<file path="config.mk">
export PLATFORM = sky130hd
export DESIGN_NAME = log_input_framer_flat
export DESIGN_NICKNAME = d
export VERILOG_FILES = /design/src/rtl/log_input_framer_pkg.sv /design/src/rtl/log_input_framer_if.sv /design/src/rtl/log_input_framer_fifo2.sv /design/src/rtl/log_input_framer.sv /design/src/flat_wrapper.sv
export SDC_FILE = /design/constraint.sdc
export NUM_CORES = 1
export LEC_CHECK = 0
export BUFFER_PORTS_ARGS = -buffer_cell sky130_fd_sc_hd__buf_2
export CAP_MARGIN = 40
export CELL_PAD_IN_SITES_DETAIL_PLACEMENT = 0
export CELL_PAD_IN_SITES_GLOBAL_PLACEMENT = 2
export CORE_MARGIN = 4
export CORE_UTILIZATION = 33
export DETAILED_ROUTE_END_ITERATION = 16
export GPL_ROUTABILITY_DRIVEN = 0
export PLACE_DENSITY_LB_ADDON = 0.1
export SETUP_SLACK_MARGIN = 0.02
export SYNTH_ARGS = -nofsm -noshare
export SYNTH_HDL_FRONTEND = slang
export SYNTH_SLANG_ARGS = --single-unit
</file>
<file path="constraint.sdc">
create_clock -name clk -period 2.4 [get_ports clk]
set_clock_uncertainty 0.05 [all_clocks]
set_input_delay 0 -clock clk [delete_from_list [all_inputs] [get_ports clk]]
set_output_delay 0 -clock clk [all_outputs]
set_load 0.005 [all_outputs]
</file>
<file path="src/rtl/log_input_framer_pkg.sv">
// Shared widths for the log (highest-set-bit) encoder path and its input framer.
// The encoder imports the same package, so framer word width and encoder
// inVector width cannot drift apart.
package log_input_framer_pkg;

  // Encoder input vector width (framer word width).
  localparam int LOG_BIN_SIZE  = 8;
  // Encoder output width; also the framer bit-counter width.
  localparam int LOG_BOUT_SIZE = 3;

  // Output FIFO depth and the width of its occupancy counter (0..2).
  localparam int FIFO_DEPTH   = 2;
  localparam int FIFO_CNT_W   = 2;

endpackage

</file>
<file path="src/rtl/log_input_framer_if.sv">
// Bit-stream input and word-stream output of the log input framer.
// Ports: bit_in/bit_valid/frame_start (serial side), out_vector/out_valid/out_ready (word side).
// modport master = the framer (produces words); modport slave = its environment.
interface log_input_framer_if
  import log_input_framer_pkg::*;
#(
  parameter int BIN_SIZE = LOG_BIN_SIZE
) ();

  logic                bit_in;
  logic                bit_valid;
  logic                frame_start;
  logic [BIN_SIZE-1:0] out_vector;
  logic                out_valid;
  logic                out_ready;

  modport master (
    input  bit_in, bit_valid, frame_start, out_ready,
    output out_vector, out_valid
  );

  modport slave (
    output bit_in, bit_valid, frame_start, out_ready,
    input  out_vector, out_valid
  );

endinterface

</file>
<file path="src/rtl/log_input_framer_fifo2.sv">
// log_fifo2: 2-entry register FIFO; push/pop same cycle allowed even when full.
// Ports: clk, reset (async, active-high), push/din, pop, full/empty, head (0 when empty).
// Latency: a pushed word is at the head one cycle later when the FIFO was empty.
module log_fifo2
  import log_input_framer_pkg::*;
#(
  parameter int WIDTH = LOG_BIN_SIZE
) (
  input  logic             clk,
  input  logic             reset,
  input  logic             push,
  input  logic [WIDTH-1:0] din,
  input  logic             pop,
  output logic             full,
  output logic             empty,
  output logic [WIDTH-1:0] head
);

  logic [FIFO_CNT_W-1:0] count_q, count_d;
  logic [WIDTH-1:0]      ent0_q, ent0_d;   // head entry
  logic [WIDTH-1:0]      ent1_q, ent1_d;
  logic                  do_pop, do_push;

  always_comb begin
    count_d = count_q;
    ent0_d  = ent0_q;
    ent1_d  = ent1_q;
    do_pop  = pop && (count_q != '0);
    // A full FIFO still accepts a push when the head leaves the same cycle.
    do_push = push && ((count_q != FIFO_CNT_W'(FIFO_DEPTH)) || do_pop);

    if (do_pop && do_push) begin
      if (count_q == FIFO_CNT_W'(1)) begin
        ent0_d = din;
      end else begin
        ent0_d = ent1_q;
        ent1_d = din;
      end
    end else if (do_pop) begin
      ent0_d  = ent1_q;
      ent1_d  = '0;
      count_d = count_q - FIFO_CNT_W'(1);
    end else if (do_push) begin
      if (count_q == '0) ent0_d = din;
      else               ent1_d = din;
      count_d = count_q + FIFO_CNT_W'(1);
    end
  end

  always_ff @(posedge clk or posedge reset) begin
    if (reset) begin
      count_q <= '0;
      ent0_q  <= '0;
      ent1_q  <= '0;
    end else begin
      count_q <= count_d;
      ent0_q  <= ent0_d;
      ent1_q  <= ent1_d;
    end
  end

  assign empty = (count_q == '0);
  assign full  = (count_q == FIFO_CNT_W'(FIFO_DEPTH));
  // Stale entry contents are masked so an empty FIFO always shows zero.
  assign head  = empty ? '0 : ent0_q;

endmodule

</file>
<file path="src/rtl/log_input_framer.sv">
// Serial-to-word framer feeding the log encoder: LSB-first words, all-zero words dropped.
// Ports: clk, reset (async, active-high), bus (log_input_framer_if.master), zero_drop, overflow, busy.
// Latency 1 cycle from last bit to out_valid; 2-word buffer; overflow is sticky.
module log_input_framer
  import log_input_framer_pkg::*;
#(
  parameter int BIN_SIZE = LOG_BIN_SIZE,
  parameter int CNT_SIZE = LOG_BOUT_SIZE
) (
  input  logic                   clk,
  input  logic                   reset,
  log_input_framer_if.master     bus,
  output logic                   zero_drop,
  output logic                   overflow,
  output logic                   busy
);

  localparam logic [CNT_SIZE-1:0] LAST_BIT = CNT_SIZE'(BIN_SIZE - 1);

  logic [CNT_SIZE-1:0] cnt_q, cnt_d;
  logic [BIN_SIZE-1:0] shift_q, shift_d;
  logic                zero_drop_q, zero_drop_d;
  logic                overflow_q, overflow_d;

  logic [BIN_SIZE-1:0] word;
  logic                word_done, word_nz;
  logic                fifo_full, fifo_empty, fifo_pop;
  logic [BIN_SIZE-1:0] fifo_head;

  // Current word including this cycle's bit, so completion needs no extra cycle.
  always_comb begin
    word        = shift_q;
    word[cnt_q] = bus.bit_in;
  end

  // frame_start pre-empts completion: a word ending on a restart cycle is discarded.
  assign word_done = bus.bit_valid && !bus.frame_start && (cnt_q == LAST_BIT);
  assign word_nz   = |word;
  assign fifo_pop  = bus.out_valid && bus.out_ready;

  always_comb begin
    cnt_d   = cnt_q;
    shift_d = shift_q;
    if (bus.frame_start) begin
      // The restart bit itself is kept as bit 0 of the new word.
      cnt_d   = bus.bit_valid ? CNT_SIZE'(1) : '0;
      shift_d = '0;
      if (bus.bit_valid) shift_d[0] = bus.bit_in;
    end else if (bus.bit_valid) begin
      if (cnt_q == LAST_BIT) begin
        cnt_d   = '0;
        shift_d = '0;
      end else begin
        cnt_d   = cnt_q + CNT_SIZE'(1);
        shift_d = word;
      end
    end
  end

  always_comb begin
    zero_drop_d = word_done && !word_nz;
    // Lost only when full with no pop; a simultaneous pop makes room.
    overflow_d  = overflow_q || (word_done && word_nz && fifo_full && !fifo_pop);
  end

  always_ff @(posedge clk or posedge reset) begin
    if (reset) begin
      cnt_q       <= '0;
      shift_q     <= '0;
      zero_drop_q <= 1'b0;
      overflow_q  <= 1'b0;
    end else begin
      cnt_q       <= cnt_d;
      shift_q     <= shift_d;
      zero_drop_q <= zero_drop_d;
      overflow_q  <= overflow_d;
    end
  end

  log_fifo2 #(.WIDTH(BIN_SIZE)) u_fifo (
    .clk   (clk),
    .reset (reset),
    .push  (word_done && word_nz),
    .din   (word),
    .pop   (fifo_pop),
    .full  (fifo_full),
    .empty (fifo_empty),
    .head  (fifo_head)
  );

  assign bus.out_valid  = !fifo_empty;
  assign bus.out_vector = fifo_head;
  assign zero_drop      = zero_drop_q;
  assign overflow       = overflow_q;
  assign busy           = (cnt_q != '0);

endmodule

</file>
<file path="src/flat_wrapper.sv">
// flat-port wrapper written by rule: the top's interface ports become plain ports
module log_input_framer_flat import log_input_framer_pkg::*;
#(
  parameter int BIN_SIZE = LOG_BIN_SIZE,
  parameter int CNT_SIZE = LOG_BOUT_SIZE
)
  (clk, reset, zero_drop, overflow, busy, bus_bit_in, bus_bit_valid, bus_frame_start, bus_out_ready, bus_out_vector, bus_out_valid);
  log_input_framer_if #(.BIN_SIZE(BIN_SIZE)) bus_i ();
  input  logic clk;
  input  logic reset;
  output logic zero_drop;
  output logic overflow;
  output logic busy;
  input wire logic [$bits(bus_i.bit_in)-1:0] bus_bit_in;
  input wire logic [$bits(bus_i.bit_valid)-1:0] bus_bit_valid;
  input wire logic [$bits(bus_i.frame_start)-1:0] bus_frame_start;
  input wire logic [$bits(bus_i.out_ready)-1:0] bus_out_ready;
  output wire logic [$bits(bus_i.out_vector)-1:0] bus_out_vector;
  output wire logic [$bits(bus_i.out_valid)-1:0] bus_out_valid;
  assign bus_i.bit_in = bus_bit_in;
  assign bus_i.bit_valid = bus_bit_valid;
  assign bus_i.frame_start = bus_frame_start;
  assign bus_i.out_ready = bus_out_ready;
  assign bus_out_vector = bus_i.out_vector;
  assign bus_out_valid = bus_i.out_valid;
  log_input_framer #(.BIN_SIZE(BIN_SIZE), .CNT_SIZE(CNT_SIZE)) u_core (.clk(clk), .reset(reset), .bus(bus_i), .zero_drop(zero_drop), .overflow(overflow), .busy(busy));
endmodule
</file>
==> impl_metrics.prom, run 1 <==
# TYPE chip_impl_metric gauge
chip_impl_metric{name="power-per-cell-area",unit="mW/mm2"} 733.5
chip_impl_metric{name="syn2layout_area_growth",unit="%"} 29.41
chip_impl_metric{name="grt_overflow_total",unit=""} 0
chip_impl_info{name="netlist_top_cells_area",value="dfrtp_1 (38%), mux2i_1 (7.4%), a21oi_1 (6.7%), mux2_2 (6.7%), ha_1 (4.3%)"} 1
chip_impl_metric{name="fin_worst_hold_slack",unit="ns"} 0.01817
chip_impl_metric{name="static-leakage-power",unit="nW"} 1.222
chip_impl_metric{name="synth_fp_nets",unit=""} 241
chip_impl_info{name="yosys.cell_count.top_type",value="dfrtp_1"} 1
chip_impl_metric{name="final_core_utilization",unit=""} 0.4417
chip_impl_info{name="cts_tree",value="done"} 1
chip_impl_metric{name="synth.yosys.seq_area_share",unit=""} 0.3839
chip_impl_metric{name="wire_per_inst",unit="um"} 16.05
chip_impl_metric{name="total_switching_power",unit="mW"} 0.6482
chip_impl_metric{name="drt-vias-per-instance",unit=""} 5.242
chip_impl_metric{name="arrival",unit="ns"} 2.48
chip_impl_info{name="clk_root_buffer_cell",value="clkbuf_8"} 1
chip_impl_metric{name="antenna_found_initial",unit=""} 0
chip_impl_metric{name="drt_pass1_iterations",unit=""} 4
chip_impl_metric{name="dpl_cell_area",unit="mm2"} 0.002362
chip_impl_metric{name="peakVddDrop",unit="mV"} 0.2878
chip_impl_info{name="worst_setup_path_startpoint",value="u_core.cnt_q[2]"} 1
chip_impl_metric{name="ys_seq_elements",unit=""} 31
chip_impl_info{name="crit_chain",value="or3_1, o32a_1, or4_4, a211oi_4, buf_12, mux2_4"} 1
chip_impl_metric{name="place_ws",unit="ns"} -0.04480
chip_impl_metric{name="final_layout_size_suffix_gt1_frac",unit=""} 0.3295
chip_impl_metric{name="p_seq_frac",unit=""} 0.338
chip_impl_metric{name="period_needed",unit="ns"} 2.351
chip_impl_metric{name="nFillCells",unit=""} 584
chip_impl_metric{name="port_buffers",unit=""} 17
chip_impl_info{name="unrepaired_setup_endpoints_after_global_routing",value="true"} 1
chip_impl_metric{name="clk_path_buf_depth",unit=""} 2
chip_impl_metric{name="timing.critical_path.slowest_cell_delay",unit="ns"} 0.46
chip_impl_metric{name="place_hpwl",unit="um"} 3724
chip_impl_metric{name="cts_sinks",unit=""} 31
chip_impl_metric{name="final_max_slew_viol_count",unit=""} 0
chip_impl_metric{name="fp-row-count",unit=""} 28
chip_impl_info{name="run_status",value="completed"} 1
chip_impl_metric{name="cts_inserted_buffers",unit=""} 5
chip_impl_metric{name="path_max_fanout",unit=""} 8
chip_impl_metric{name="worst_slew_pin_slew",unit="ns"} 0.7027
chip_impl_metric{name="netlist-cell-type-count",unit=""} 36
chip_impl_metric{name="final-hold-violation-count",unit=""} 0
chip_impl_metric{name="fin_setup_tns",unit="ns"} 0
chip_impl_info{name="start_kind",value="flop"} 1
chip_impl_metric{name="number_of_enable_flip_flop_cells_after_synthesis",unit=""} 0
chip_impl_metric{name="comb_power_share",unit=""} 0.375
chip_impl_metric{name="effective_utilization_at_floorplan",unit=""} 0.3413
chip_impl_metric{name="setup_viol",unit=""} 0
chip_impl_metric{name="die_h",unit="um"} 86.25
chip_impl_metric{name="finalCritPeriodShare",unit=""} 0.9797
chip_impl_metric{name="routed_wirelength",unit="um"} 5441
chip_impl_metric{name="cts_max_level",unit=""} 2
chip_impl_metric{name="io_pins",unit=""} 18
chip_impl_metric{name="final_area",unit="mm2"} 0.002615
chip_impl_info{name="critical_path.top_delay_family",value="simple AND/OR/NAND/NOR gates"} 1
chip_impl_metric{name="cap_violations",unit=""} 0
chip_impl_metric{name="netlist_instances",unit=""} 228
chip_impl_info{name="holdCritStartpoint",value="bus_frame_start"} 1
chip_impl_metric{name="global_route.usage.total",unit=""} 0.1567
chip_impl_metric{name="floorplan.die_area",unit="mm2"} 0.007439
chip_impl_metric{name="power_frac_clock",unit=""} 0.287
chip_impl_metric{name="mappedNetlistArea",unit="mm2"} 0.002021
chip_impl_metric{name="final_nets",unit=""} 276
chip_impl_metric{name="ys.warnings.count",unit=""} 0
chip_impl_metric{name="grt_start_max_net_pins",unit=""} 20
chip_impl_metric{name="clock_latency",unit="ns"} 0.28
chip_impl_metric{name="vias",unit=""} 1777
chip_impl_metric{name="antenna_left",unit=""} 0
chip_impl_metric{name="final.setup.worst_slack",unit="ns"} 0.04865
chip_impl_metric{name="grt_pass1_wl",unit="um"} 9080
chip_impl_metric{name="synth_async_sr_flop_share",unit=""} 1.000
chip_impl_metric{name="die_width",unit="um"} 86.25
chip_impl_metric{name="clkSlewWorstSetupHoldPaths",unit="ns"} 0.08
chip_impl_metric{name="grt_pass1_vias",unit=""} 1745
chip_impl_metric{name="cp.required",unit="ns"} 2.53
chip_impl_info{name="hp-class",value="in2reg"} 1
chip_impl_metric{name="internal_portion_of_total_power",unit="mW"} 1.270
chip_impl_metric{name="drt_drc_violations_left",unit=""} 0
chip_impl_metric{name="n_antenna_cell",unit=""} 0
chip_impl_metric{name="worst-path-buf-inv",unit=""} 1
chip_impl_info{name="synth_top_area_cell",value="dfrtp_1"} 1
chip_impl_info{name="synth_top_cells_by_count",value="dfrtp_1 (31), a21oi_1 (27), nor2_1 (18)"} 1
chip_impl_metric{name="synth.avg_cell_area",unit="um2"} 8.863
chip_impl_info{name="synth_flop_cell",value="dfrtp_1"} 1
chip_impl_metric{name="timing.slew.headroom",unit=""} 0.5310
chip_impl_metric{name="yosys.area.top_type_share",unit=""} 0.3839
chip_impl_info{name="worstSetupPathType",value="reg2reg"} 1
chip_impl_info{name="worst_path_max_delay_cell",value="dfrtp_2"} 1
chip_impl_info{name="worstReg2RegStart",value="u_core.cnt_q[2]"} 1
chip_impl_metric{name="coreArea",unit="mm2"} 0.005921
chip_impl_metric{name="switching_share",unit=""} 0.3379
chip_impl_info{name="worstSetupEndpointType",value="flop"} 1
chip_impl_metric{name="dr.first_iter.drc_count",unit=""} 67
chip_impl_metric{name="max_clock_freq",unit="GHz"} 0.4253
cells by family (layout without fill, tap and decap cells):
group	after synthesis	in the layout	share of synthesized area
compound gates	60	60	0.1777
xor+xnor	3	3	0.01301
fa+ha+maj	7	7	0.04334
buf+inv	28	64	0.05263
flops	31	31	0.3839
mux	27	27	0.1412
simple gates	72	72	0.1882
cells in the final DEF (no fill, tap or decap), drive strengths merged, types with 2 or more instances in the layout:
cell	netlist	final
a21oi	27	27
buf	3	46
nor2b	12	12
ha	7	7
o21ai	14	14
nor2	18	18
a22oi	2	2
o22ai	8	8
nand2b	6	6
a31o	3	3
nor3b	4	4
nand3b	5	5
xnor2	2	2
nand2	17	17
a211oi	2	2
dfrtp	31	31
nor3	2	2
clkbuf	17	6
mux2	12	12
mux2i	15	15
inv	8	8
final cells by class:
cell class	count	area [um2]	area share
timing repair buffer	48	340.3	0.1301
clock inverter	2	35.03	0.01340
multi-input combinational	169	1254	0.4794
tap	75	93.84	0.03589
sequential	31	779.5	0.2981
inverter	8	30.03	0.01148
clock buffer	6	82.58	0.03158
power groups by stage:
stage               combinational (mW)  sequential, mW  clock, mW
detailed placement               0.680           0.659          0
global placement                 0.662           0.656          0
finish                           0.719           0.649      0.550
CTS                              0.693           0.652      0.559
floorplan                        0.481           0.638          0
global route                     0.803           0.661      0.589
registers in the layout, summed over array words and instances (netlist names):
name                   cells
u_core.shift_q             8
u_core.u_fifo.ent0_q       8
u_core.u_fifo.ent1_q       8
u_core.cnt_q               3
u_core.u_fifo.count_q      2
u_core.overflow            1
u_core.zero_drop           1
repair_timing:
| item | in CTS | in global routing |
|---|---|---|
| hold buffers | 1 | 0 |
| setup buffers | 2 | 5 |
| cloned | 0 | 1 |
| pin swaps | 3 | 4 |
| gates resized for setup | 8 | 11 |
| setup endpoints to repair | 8 | 15 |
| hold endpoints to repair | 15 | 0 |
per-stage QoR:
stage                     total power, mW  cells
after floorplan                     1.119    228
after global placement              1.317    322
after detailed placement            1.339    322
after CTS                           1.904    333
after global routing                2.053    339
final                               1.918    339
per-layer routing:
metal  global-route usage  wire length [um]
met1               0.2029              2487
met2               0.2684              2770
met3              0.02281               148
met4              0.05099                34
met5                    0                 0
worst paths after layout:
kind                                       endpoint  slack [ns]  cells after the start
min in group asynchronous   u_core.u_fifo.ent0_q[7]        0.31                      3
hold / removal                    u_core.shift_q[6]        0.02                      2
hold reg to reg                     u_core.overflow        0.44                      1
setup reg to reg            u_core.u_fifo.ent1_q[2]        0.05                      6
setup / recovery            u_core.u_fifo.ent1_q[2]        0.05                      6
max in group asynchronous  u_core.u_fifo.count_q[0]        1.30                      4
Note: power is estimated with default switching activity, not from simulation.
==> inputs of run 2 (changes only) <==
--- a/config.mk
+++ b/config.mk
@@ -9,6 +9,7 @@
 export CAP_MARGIN = 40
 export CELL_PAD_IN_SITES_DETAIL_PLACEMENT = 0
 export CELL_PAD_IN_SITES_GLOBAL_PLACEMENT = 2
+export CORE_ASPECT_RATIO = 0.9
 export CORE_MARGIN = 4
 export CORE_UTILIZATION = 33
 export DETAILED_ROUTE_END_ITERATION = 16
==> run 2 against run 1 <==
Against the previous run:
- die area is essentially flat
- utilization grew 0.33 points
- critical path depth grew 5
- routed wire length grew 7.4%
- maximum frequency shrank 0.48%
- worst hold slack gained 0.012 ns
- clock power shrank 14%
- first-iteration DRC count grew 69%
- register-to-register slack is essentially flat
- worst setup slack lost 0.011 ns
- non-clock buffer count grew 1
==> impl_metrics.prom, run 2 (same netlist as run 1, synthesis figures left out) <==
# TYPE chip_impl_metric gauge
chip_impl_info{name="worstSetupEndpointType",value="flop"} 1
chip_impl_metric{name="final_nets",unit=""} 277
chip_impl_metric{name="timing.slew.headroom",unit=""} 0.5700
chip_impl_metric{name="final_max_slew_viol_count",unit=""} 0
chip_impl_metric{name="total_power",unit="mW"} 1.858
chip_impl_info{name="mostFrequentLayoutCells",value="dfrtp_1 (28), a21oi_1 (27), buf_4 (25)"} 1
chip_impl_info{name="start_kind",value="flop"} 1
chip_impl_metric{name="coreArea",unit="mm2"} 0.005823
chip_impl_metric{name="wire_per_inst",unit="um"} 17.44
chip_impl_metric{name="cp.required",unit="ns"} 2.52
chip_impl_metric{name="final-hold-violation-count",unit=""} 0
chip_impl_info{name="unrepaired_setup_endpoints_after_global_routing",value="true"} 1
chip_impl_metric{name="clock_latency",unit="ns"} 0.28
chip_impl_metric{name="peakVddDrop",unit="mV"} 0.5314
chip_impl_metric{name="die_h",unit="um"} 82.24
chip_impl_metric{name="final_layout_size_suffix_gt1_frac",unit=""} 0.3208
chip_impl_info{name="layout.cells.most_common",value="dfrtp_1"} 1
chip_impl_metric{name="arrival",unit="ns"} 2.48
chip_impl_info{name="worstSetupPathType",value="reg2reg"} 1
chip_impl_metric{name="grt_start_max_net_pins",unit=""} 20
chip_impl_metric{name="vias",unit=""} 1806
chip_impl_metric{name="path_max_fanout",unit=""} 8
chip_impl_metric{name="drt_pass1_iterations",unit=""} 4
chip_impl_info{name="cts_tree",value="done"} 1
chip_impl_metric{name="fp-row-count",unit=""} 26
chip_impl_metric{name="effective_utilization_at_floorplan",unit=""} 0.3470
chip_impl_metric{name="n_antenna_cell",unit=""} 0
chip_impl_metric{name="antenna_left",unit=""} 0
chip_impl_info{name="run_status",value="completed"} 1
chip_impl_metric{name="max_clock_freq",unit="GHz"} 0.4232
chip_impl_metric{name="place_hpwl",unit="um"} 3733
chip_impl_metric{name="finalCritPeriodShare",unit=""} 0.9844
chip_impl_metric{name="cap_violations",unit=""} 0
chip_impl_metric{name="grt_pass1_vias",unit=""} 1758
chip_impl_metric{name="cts_sinks",unit=""} 31
chip_impl_metric{name="antenna_found_initial",unit=""} 0
chip_impl_metric{name="worst_slew_pin_slew",unit="ns"} 0.6443
chip_impl_metric{name="io_pins",unit=""} 18
chip_impl_metric{name="fin_setup_tns",unit="ns"} 0
chip_impl_metric{name="min_path_cells",unit=""} 2
chip_impl_metric{name="setup_viol",unit=""} 0
chip_impl_metric{name="period_needed",unit="ns"} 2.363
chip_impl_metric{name="final_core_utilization",unit=""} 0.4450
chip_impl_metric{name="cts_max_level",unit=""} 2
chip_impl_metric{name="routed_wirelength",unit="um"} 5843
chip_impl_metric{name="floorplan.die_area",unit="mm2"} 0.007441
chip_impl_metric{name="port_buffers",unit=""} 17
chip_impl_metric{name="drt_drc_violations_left",unit=""} 0
chip_impl_metric{name="clk_path_buf_depth",unit=""} 2
chip_impl_metric{name="clkSlewWorstSetupHoldPaths",unit="ns"} 0.07
chip_impl_metric{name="cts_inserted_buffers",unit=""} 5
chip_impl_metric{name="grt_overflow_total",unit=""} 0
chip_impl_metric{name="drt-vias-per-instance",unit=""} 5.391
chip_impl_metric{name="global_route.usage.total",unit=""} 0.1640
chip_impl_metric{name="static-leakage-power",unit="nW"} 1.219
chip_impl_metric{name="dr.first_iter.drc_count",unit=""} 113
chip_impl_metric{name="power-per-cell-area",unit="mW/mm2"} 716.9
chip_impl_metric{name="syn2layout_area_growth",unit="%"} 28.24
chip_impl_info{name="clk_root_buffer_cell",value="clkbuf_8"} 1
chip_impl_metric{name="worst-r2r-cell-count",unit=""} 11
chip_impl_info{name="hp-class",value="in2reg"} 1
chip_impl_metric{name="grt_pass1_wl",unit="um"} 9515
chip_impl_info{name="reg.largest.list",value="u_core.shift_q (8), u_core.u_fifo.ent0_q (8), u_core.u_fifo.ent1_q (8)"} 1
chip_impl_metric{name="die_width",unit="um"} 90.49
[run 2: cell types whose count changed in the layout (fill, tap and decap cells not counted), sizes merged]
cell           delta
bufinv            -1
clkdlybuf4s15     -1
buf               +1
clkinv            -1
clkbuf            +3
[run 2: worst paths after layout]
| path | start | to | slack (ns) |
|---|---|---|---|
| min in group asynchronous | reset | u_core.shift_q[1] | 0.29 |
| setup / recovery | u_core.cnt_q[2] | u_core.u_fifo.ent1_q[5] | 0.04 |
| hold reg to reg | u_core.overflow | u_core.overflow | 0.46 |
| setup reg to reg | u_core.cnt_q[2] | u_core.u_fifo.ent1_q[5] | 0.04 |
| max in group asynchronous | reset | u_core.u_fifo.ent1_q[2] | 1.32 |
| hold / removal | bus_frame_start | u_core.shift_q[7] | 0.03 |
[run 2: per-stage QoR]
step | setup WS [ns] | area, um2 | hold slack, ns | cells
floorplan | -0.04829 | 2110 | 0.05351 | 228
global placement | -0.03874 | 2333 | 0.06460 | 314
detailed placement | -0.1111 | 2333 | 0.07925 | 314
CTS | 0.02440 | 2529 | 0.02194 | 331
global route | -0.05447 | 2591 | 0.03789 | 335
finish | 0.03733 | 2591 | 0.03007 | 335
[run 2: per-layer routing]
metal,global-route usage,part of all wire
met1,0.2308,0.51
met2,0.2591,0.45
met3,0.02899,0.029
met4,0.04893,0.012
met5,0,0
[run 2: what timing repair did]
| action | in CTS | in global routing |
|---|---|---|
| hold endpoints to repair | 14 | 0 |
| cloned | 0 | 1 |
| resized for setup | 10 | 14 |
| buffers inserted | 8 | 3 |
| pin swaps | 0 | 2 |
| hold buffers | 1 | 0 |
| endpoints found under the setup margin | 8 | 16 |
[run 2: report_power, final]
group	internal (mW)	switching, mW
Sequential	0.593	0.0572
Clock	0.262	0.209
Combinational	0.346	0.390
[run 2: worst max-delay path, cell delays in order, from the launching register on]
cell      delay [ns]
dfrtp_2         0.45
buf_4           0.15
buf_4           0.15
a41oi_2         0.17
nor4_2          0.06
buf_4           0.15
nor2_4          0.11
nand2_1         0.07
ha_2            0.19
a211oi_4        0.24
buf_12          0.17
mux2_4          0.30
[run 2: layout make-up]
class,instances,area (um2)
Multi-Input combinational cell,169,1239
Inverter,8,30.03
Fill cell,577,3232
Timing Repair Buffer,49,355.3
Tap cell,70,87.58
Clock buffer,8,100.1
Sequential cell,31,779.5
